File: config.mk
export PLATFORM = sky130hd
export DESIGN_NAME = pps_capture
export DESIGN_NICKNAME = d
export VERILOG_FILES = /design/src/rtl/pps_capture.sv
export SDC_FILE = /design/constraint.sdc
export NUM_CORES = 1
export LEC_CHECK = 0
export CAP_MARGIN = 15
export CORE_MARGIN = 10
export CORE_UTILIZATION = 40
export CTS_CLUSTER_SIZE = 40
export DETAILED_ROUTE_END_ITERATION = 10
export GPL_TIMING_DRIVEN = 1
export MAX_ROUTING_LAYER = met4
export SLEW_MARGIN = 20
export SYNTH_ARGS = -nofsm -noshare
export SYNTH_HDL_FRONTEND = slang
export SYNTH_SLANG_ARGS = --single-unit
File: constraint.sdc
create_clock -name clk -period 5.5 [get_ports clk]
set_input_delay 1.1 -clock clk [delete_from_list [all_inputs] [get_ports clk]]
set_output_delay 1.1 -clock clk [all_outputs]
set_load 0.05 [all_outputs]
File: src/rtl/pps_capture.sv
// pps_capture: 1PPS receiver, ToD timestamping, period/width qualification, lock tracking.
// Build option: define PPS_CAPTURE_GLITCH_FILTER_EN to enable the input glitch filter.
module pps_capture #(
    parameter int unsigned CLK_FREQ_HZ = 100_000_000,
    parameter int unsigned PERIOD_TOL  = 1000,
    parameter int unsigned MIN_WIDTH   = 100,
    parameter int unsigned MAX_WIDTH   = 50_000_000,
    parameter int unsigned LOCK_COUNT  = 3,
    parameter int unsigned FILTER_LEN  = 4
) (
    input  logic        clk,
    input  logic        rst_n,
    input  logic        pps_in,
    input  logic [39:0] tod_seconds,
    input  logic [31:0] tod_subseconds,
    output logic        cap_valid,
    input  logic        cap_ready,
    output logic [39:0] cap_seconds,
    output logic [31:0] cap_subseconds,
    output logic [31:0] cap_period,
    output logic [31:0] cap_width,
    output logic        cap_overrun,
    output logic        pps_locked,
    output logic        pps_missing,
    output logic        period_error,
    output logic [31:0] edge_count
);

    localparam logic [1:0] S_IDLE     = 2'd0;
    localparam logic [1:0] S_ACQUIRE  = 2'd1;
    localparam logic [1:0] S_LOCKED   = 2'd2;
    localparam logic [1:0] S_HOLDOVER = 2'd3;

    localparam logic [31:0] P_MIN  = 32'(CLK_FREQ_HZ - PERIOD_TOL);
    localparam logic [31:0] P_MAX  = 32'(CLK_FREQ_HZ + PERIOD_TOL);
    localparam logic [31:0] P_TMO  = 32'(CLK_FREQ_HZ + PERIOD_TOL + 1);
    localparam logic [31:0] W_MIN  = 32'(MIN_WIDTH);
    localparam logic [31:0] W_MAX  = 32'(MAX_WIDTH);
    localparam logic [31:0] LOCK_N = 32'(LOCK_COUNT);
    localparam logic [31:0] SAT    = 32'hFFFF_FFFF;

    logic        r_sync1;
    logic        r_sync2;
    logic        r_lvl;
    logic        r_edge;
    logic        w_lvl_next;

    logic [1:0]  r_state;
    logic [1:0]  w_state_nx;
    logic [31:0] r_good_cnt;
    logic [31:0] w_good_nx;
    logic [31:0] r_per_cnt;
    logic [31:0] r_hi_cnt;
    logic [31:0] r_edge_cnt;

    logic        w_tracking;
    logic        w_period_ok;
    logic        w_width_ok;
    logic        w_good;
    logic        w_timeout;
    logic        w_perr;
    logic        w_load;

    logic        r_cap_valid;
    logic [39:0] r_cap_sec;
    logic [31:0] r_cap_sub;
    logic [31:0] r_cap_per;
    logic [31:0] r_cap_wid;
    logic        r_overrun;
    logic        r_missing;
    logic        r_perr;

`ifdef PPS_CAPTURE_GLITCH_FILTER_EN
    localparam int FCW = $clog2(FILTER_LEN) + 1;
    localparam logic [FCW-1:0] F_LAST = FCW'(FILTER_LEN - 1);

    logic [FCW-1:0] r_fcnt;
    logic           w_fswitch;

    // r_lvl only moves after FILTER_LEN consecutive disagreeing samples
    assign w_fswitch  = (r_sync2 != r_lvl) && (r_fcnt == F_LAST);
    assign w_lvl_next = w_fswitch ? r_sync2 : r_lvl;

    always_ff @(posedge clk or negedge rst_n) begin
        if (!rst_n) begin
            r_fcnt <= '0;
        end else if ((r_sync2 == r_lvl) || w_fswitch) begin
            r_fcnt <= '0;
        end else begin
            r_fcnt <= r_fcnt + 1'b1;
        end
    end
`else
    assign w_lvl_next = r_sync2;

    if (FILTER_LEN == 0) begin : g_filter_unused
    end
`endif

    always_ff @(posedge clk or negedge rst_n) begin
        if (!rst_n) begin
            r_sync1 <= 1'b0;
            r_sync2 <= 1'b0;
            r_lvl   <= 1'b0;
            r_edge  <= 1'b0;
        end else begin
            r_sync1 <= pps_in;
            r_sync2 <= r_sync1;
            r_lvl   <= w_lvl_next;
            r_edge  <= w_lvl_next & ~r_lvl;
        end
    end

    assign w_tracking  = (r_state == S_ACQUIRE) || (r_state == S_LOCKED);
    assign w_period_ok = (r_per_cnt >= P_MIN) && (r_per_cnt <= P_MAX);
    assign w_width_ok  = (r_hi_cnt >= W_MIN) && (r_hi_cnt <= W_MAX);
    assign w_good      = w_period_ok && w_width_ok;
    // an edge on the timeout cycle takes priority
    assign w_timeout   = w_tracking && !r_edge && (r_per_cnt == P_TMO);

    always_comb begin
        w_state_nx = r_state;
        w_good_nx  = r_good_cnt;
        w_perr     = 1'b0;
        unique case (r_state)
            S_IDLE: begin
                if (r_edge) begin
                    w_state_nx = S_ACQUIRE;
                    w_good_nx  = '0;
                end
            end
            S_ACQUIRE: begin
                if (r_edge) begin
                    if (w_good) begin
                        w_good_nx = r_good_cnt + 32'd1;
                        if (w_good_nx >= LOCK_N) begin
                            w_state_nx = S_LOCKED;
                        end
                    end else begin
                        w_perr    = 1'b1;
                        w_good_nx = '0;
                    end
                end else if (w_timeout) begin
                    w_state_nx = S_IDLE;
                    w_good_nx  = '0;
                end
            end
            S_LOCKED: begin
                if (r_edge) begin
                    if (!w_good) begin
                        w_perr     = 1'b1;
                        w_state_nx = S_ACQUIRE;
                        w_good_nx  = '0;
                    end
                end else if (w_timeout) begin
                    w_state_nx = S_HOLDOVER;
                end
            end
            S_HOLDOVER: begin
                if (r_edge) begin
                    w_state_nx = S_ACQUIRE;
                    w_good_nx  = '0;
                end
            end
        endcase
    end

    always_ff @(posedge clk or negedge rst_n) begin
        if (!rst_n) begin
            r_state    <= S_IDLE;
            r_good_cnt <= '0;
        end else begin
            r_state    <= w_state_nx;
            r_good_cnt <= w_good_nx;
        end
    end

    // period counter idles at 0 so the first edge after IDLE reports 0
    always_ff @(posedge clk or negedge rst_n) begin
        if (!rst_n) begin
            r_per_cnt <= '0;
        end else if (r_edge) begin
            r_per_cnt <= 32'd1;
        end else if ((r_state == S_IDLE) || (w_state_nx == S_IDLE)) begin
            r_per_cnt <= '0;
        end else if (r_per_cnt != SAT) begin
            r_per_cnt <= r_per_cnt + 32'd1;
        end
    end

    always_ff @(posedge clk or negedge rst_n) begin
        if (!rst_n) begin
            r_hi_cnt <= '0;
        end else if (r_edge) begin
            r_hi_cnt <= 32'd1;
        end else if (r_lvl && (r_hi_cnt != SAT)) begin
            r_hi_cnt <= r_hi_cnt + 32'd1;
        end
    end

    assign w_load = r_edge && (!r_cap_valid || cap_ready);

    always_ff @(posedge clk or negedge rst_n) begin
        if (!rst_n) begin
            r_cap_valid <= 1'b0;
            r_cap_sec   <= '0;
            r_cap_sub   <= '0;
            r_cap_per   <= '0;
            r_cap_wid   <= '0;
        end else if (w_load) begin
            r_cap_valid <= 1'b1;
            r_cap_sec   <= tod_seconds;
            r_cap_sub   <= tod_subseconds;
            r_cap_per   <= r_per_cnt;
            r_cap_wid   <= r_hi_cnt;
        end else if (r_cap_valid && cap_ready) begin
            r_cap_valid <= 1'b0;
        end
    end

    always_ff @(posedge clk or negedge rst_n) begin
        if (!rst_n) begin
            r_overrun  <= 1'b0;
            r_missing  <= 1'b0;
            r_perr     <= 1'b0;
            r_edge_cnt <= '0;
        end else begin
            r_overrun  <= r_edge && r_cap_valid && !cap_ready;
            r_missing  <= w_timeout;
            r_perr     <= w_perr;
            r_edge_cnt <= r_edge_cnt + {31'd0, r_edge};
        end
    end

    assign cap_valid      = r_cap_valid;
    assign cap_seconds    = r_cap_sec;
    assign cap_subseconds = r_cap_sub;
    assign cap_period     = r_cap_per;
    assign cap_width      = r_cap_wid;
    assign cap_overrun    = r_overrun;
    assign pps_locked     = (r_state == S_LOCKED);
    assign pps_missing    = r_missing;
    assign period_error   = r_perr;
    assign edge_count     = r_edge_cnt;

endmodule
==> results.ini <==
[clocking]
root_buffer=clkbuf_16
cts_resized=0
cts_setup_buffers=0
cts_buffer_depth=3
clock-sinks=274
cts_tree=yes
postCtsHoldBufs=0
cts_buffers=30
h-tree-depth=1
path_clk_slew_ns=0.06
insertion_delay_ns=0.56

[placed_design]
place_area_sq_mm=0.0157
hpwl_mm=24.4
port_buffers=248
pre_cts_ws_ns=1.77
gp_congestion=0.886

[timing]
rsz0062_at_grt=false
fin_ws_ns=1.71
setup_tns_ns=0
finalCriticalPeriod_ns=3.79
finalCritPeriodShare_pct=68.9
fmax_mhz=264
max_slew.worst_pin.slew_ns=0.883
hold_slack_ns=0.366
skew_ns=0.0239
finalSetupViolCount=0
slew_viol_final=0
max_slew_margin_pct=41.1
hold_violations=0

[synthesis]
syn_inst=1192
synth_flop_cell=dfrtp_1
syn_area_sq_mm=0.0129
synthDistinctLibCells=73
syn_area_per_cell_sq_um=10.9
ys_ff_latch=274
async_flop_share_pct=100
synth_fp_nets=1281
ys_warn_count=0
ys_seq_area_share_pct=53.0
synth_edf_count=0

[critical_path]
r2r_slack_ns=1.71
arrival_ns=4.18
worstPathRequired_ns=5.89
r2r.worst_path.cells=11
critPathBufInv=1
r2r-end=r_per_cnt[2]
path_common_cell=nor4_1
crit_fanout=32
crit_path_cell_trace=ha_1 -> nand3_1 -> nor4_1 -> xnor2_1 -> nand4_1 -> or4_1 -> nor3_1 -> a21oi_1 -> a21oi_2 -> buf_4 -> nor4_1
crit_path_top_delay_cell=nor4_1
criticalPathCategory=register to register
rr_startpoint=r_good_cnt[0]
crit_family=simple AND/OR/NAND/NOR gates
critPathMaxStageDelay_ns=0.60
crit_path_start_kind=register
endpoint_kind=register

[outcome]
status=finished, final reports clean

[drt]
viasPerCell=5.34
drt_iter0_drc=607
drc=0
drt_wl_total_mm=34.4
final_antenna_net_count=0
drtPass1Iterations=5
wl_per_cell_microns=18.7
via_count=9807

[die]
rows=65
fp.dieH_microns=200
ios=249
core_sq_mm=0.0317
die_w_microns=200
dieArea_sq_mm=0.0399
start_util_pct=40.8

[grt]
track_usage_pct=17.4
antenna_found_initial=0
grt_pass1_wl_mm=55.1
overflow=0
grt_pass1_vias=9795
grt_max_degree=115

[hold_path]
min_from=r_sync1
hold_class=register to register
hold_end=r_sync2
hold_depth=0

[pwr]
p_switching_w=0.00186
peakVddDrop_uv=305
internal_power_w=0.00374
p_sw_share_pct=33.2
powerDensity_mw_per_mm2=336
power_frac_clock_pct=33.9
p_leak_nw=6.96
pwr-share-seq_pct=40.8
power_frac_comb_pct=25.3

[finish]
area_delta_synth_final_pct=28.8
final_nets=1500
diodes=0
drive_above_1_share_pct=14.2
fillers=2862
postLayoutCellArea_sq_mm=0.0167

[run]
maxCapViolCount=0

==> through the flow <==
stage	std cells	utilization, %	total power [W]
after floorplan	1192	-	0.00320
after global placement	1781	49.6	0.00374
after detailed placement	1781	49.6	0.00375
after CTS	1837	52.6	0.00568
after global routing	1837	52.6	0.00586
final	1837	52.6	0.00560
==> final cells by class <==
class	instances	area [sq um]	area share, %
clock buffers	48	888	5.33
clock inverters	8	56.3	0.338
inverters	19	71.3	0.428
multi-input cells	830	5720	34.3
flip-flops and latches	274	6860	41.1
well taps	402	503	3.02
repair buffers	256	2570	15.4
==> cell families after synthesis <==
family / after synthesis / synth area share [%]
xor+xnor: 99 / 6.70
fa+ha+maj: 13 / 1.26
compound gates: 136 / 6.86
simple gates: 452 / 18.0
mux: 130 / 11.3
flops: 274 / 53.0
buf+inv: 88 / 2.85
==> how the worst max path moves through the flow <==
stage | start | endpoint | depth (start not counted)
floorplan | r_hi_cnt[10] | r_good_cnt[25] | 10
global placement | r_good_cnt[0] | r_per_cnt[0] | 11
detailed placement | r_good_cnt[0] | r_per_cnt[0] | 11
CTS | r_good_cnt[0] | r_per_cnt[12] | 11
global route | r_good_cnt[0] | r_per_cnt[2] | 11
finish | r_good_cnt[0] | r_per_cnt[2] | 11
==> power by group through the flow <==
stage / combinational [W] / clock (W) / sequential (W)
after floorplan: 0.000429 / 0 / 0.00277
after global placement: 0.00143 / 0 / 0.00231
after detailed placement: 0.00144 / 0 / 0.00232
after CTS: 0.00144 / 0.00196 / 0.00228
after global routing: 0.00150 / 0.00205 / 0.00231
final: 0.00142 / 0.00190 / 0.00228
==> placed cells by master (no fill, tap or decap), types with 13 or more instances in the layout <==
master,n
xnor2_1,56
dfrtp_1,273
nor3_1,30
clkdlybuf4s50_1,247
ha_1,13
nand4_1,38
xor2_1,43
nand2_1,94
a21oi_1,17
nand3_1,56
nor4_1,45
and2_1,14
o21ai_0,52
and3_1,18
inv_1,19
nor2_1,101
o31ai_1,21
clkbuf_16,30
mux2_2,130
==> state kept, by name, indices dropped and copies added, names as in the netlist, 2 cells and up <==
register / cells
r_good_cnt: 32
r_per_cnt: 32
cap_width: 32
cap_period: 32
edge_count: 32
cap_subseconds: 32
r_state: 2
cap_seconds: 40
r_hi_cnt: 32
==> worst register-to-register path, delay by kind of cell (launching register included) <==
kind	cells	cell delay, ns
flip-flops	1	0.44
XOR/XNOR	1	0.18
buffers and inverters	1	0.34
adder cells (fa/ha/maj)	1	0.30
AO/OA/AOI/OAI	2	0.28
AND/OR/NAND/NOR	6	2.07
==> Yosys cell counts (3+ instances only) <==
| library cell | number | area (sq um) |
|---|---|---|
| dfrtp_1 | 274 | 6860 |
| mux2_2 | 130 | 1460 |
| nor2_1 | 101 | 379 |
| nand2_1 | 95 | 357 |
| nand3_1 | 56 | 280 |
| xnor2_1 | 56 | 490 |
| o21ai_0 | 52 | 260 |
| clkbuf_1 | 46 | 173 |
| nor4_1 | 45 | 282 |
| xor2_1 | 43 | 377 |
| nand4_1 | 38 | 238 |
| nor3_1 | 30 | 150 |
| o31ai_1 | 21 | 158 |
| inv_1 | 19 | 71.3 |
| and3_1 | 18 | 113 |
| a21oi_1 | 17 | 85.1 |
| and2_1 | 14 | 87.6 |
| ha_1 | 13 | 163 |
| and4_1 | 11 | 96.3 |
| buf_2 | 10 | 50.1 |
| buf_1 | 9 | 33.8 |
| or4_1 | 9 | 67.6 |
| or3_1 | 8 | 50.1 |
| a31oi_1 | 6 | 37.5 |
| o41ai_1 | 5 | 43.8 |
| or2_2 | 4 | 25.0 |
| a211oi_1 | 3 | 22.5 |
| buf_6 | 3 | 33.8 |
| o21ai_1 | 3 | 15.0 |
==> routing by layer <==
layer | part of all wire, % | wire length [microns] | track usage [%] | vias up
met5 | 0 | 0 | - | -
met4 | 1.6 | 556 | 3.59 | 0
met3 | 5.5 | 1910 | 3.05 | 41
met2 | 48 | 16500 | 28.1 | 233
met1 | 45 | 15500 | 22.6 | 4843
li1 | - | - | - | 4690
Power figures use the tool's default switching activity.
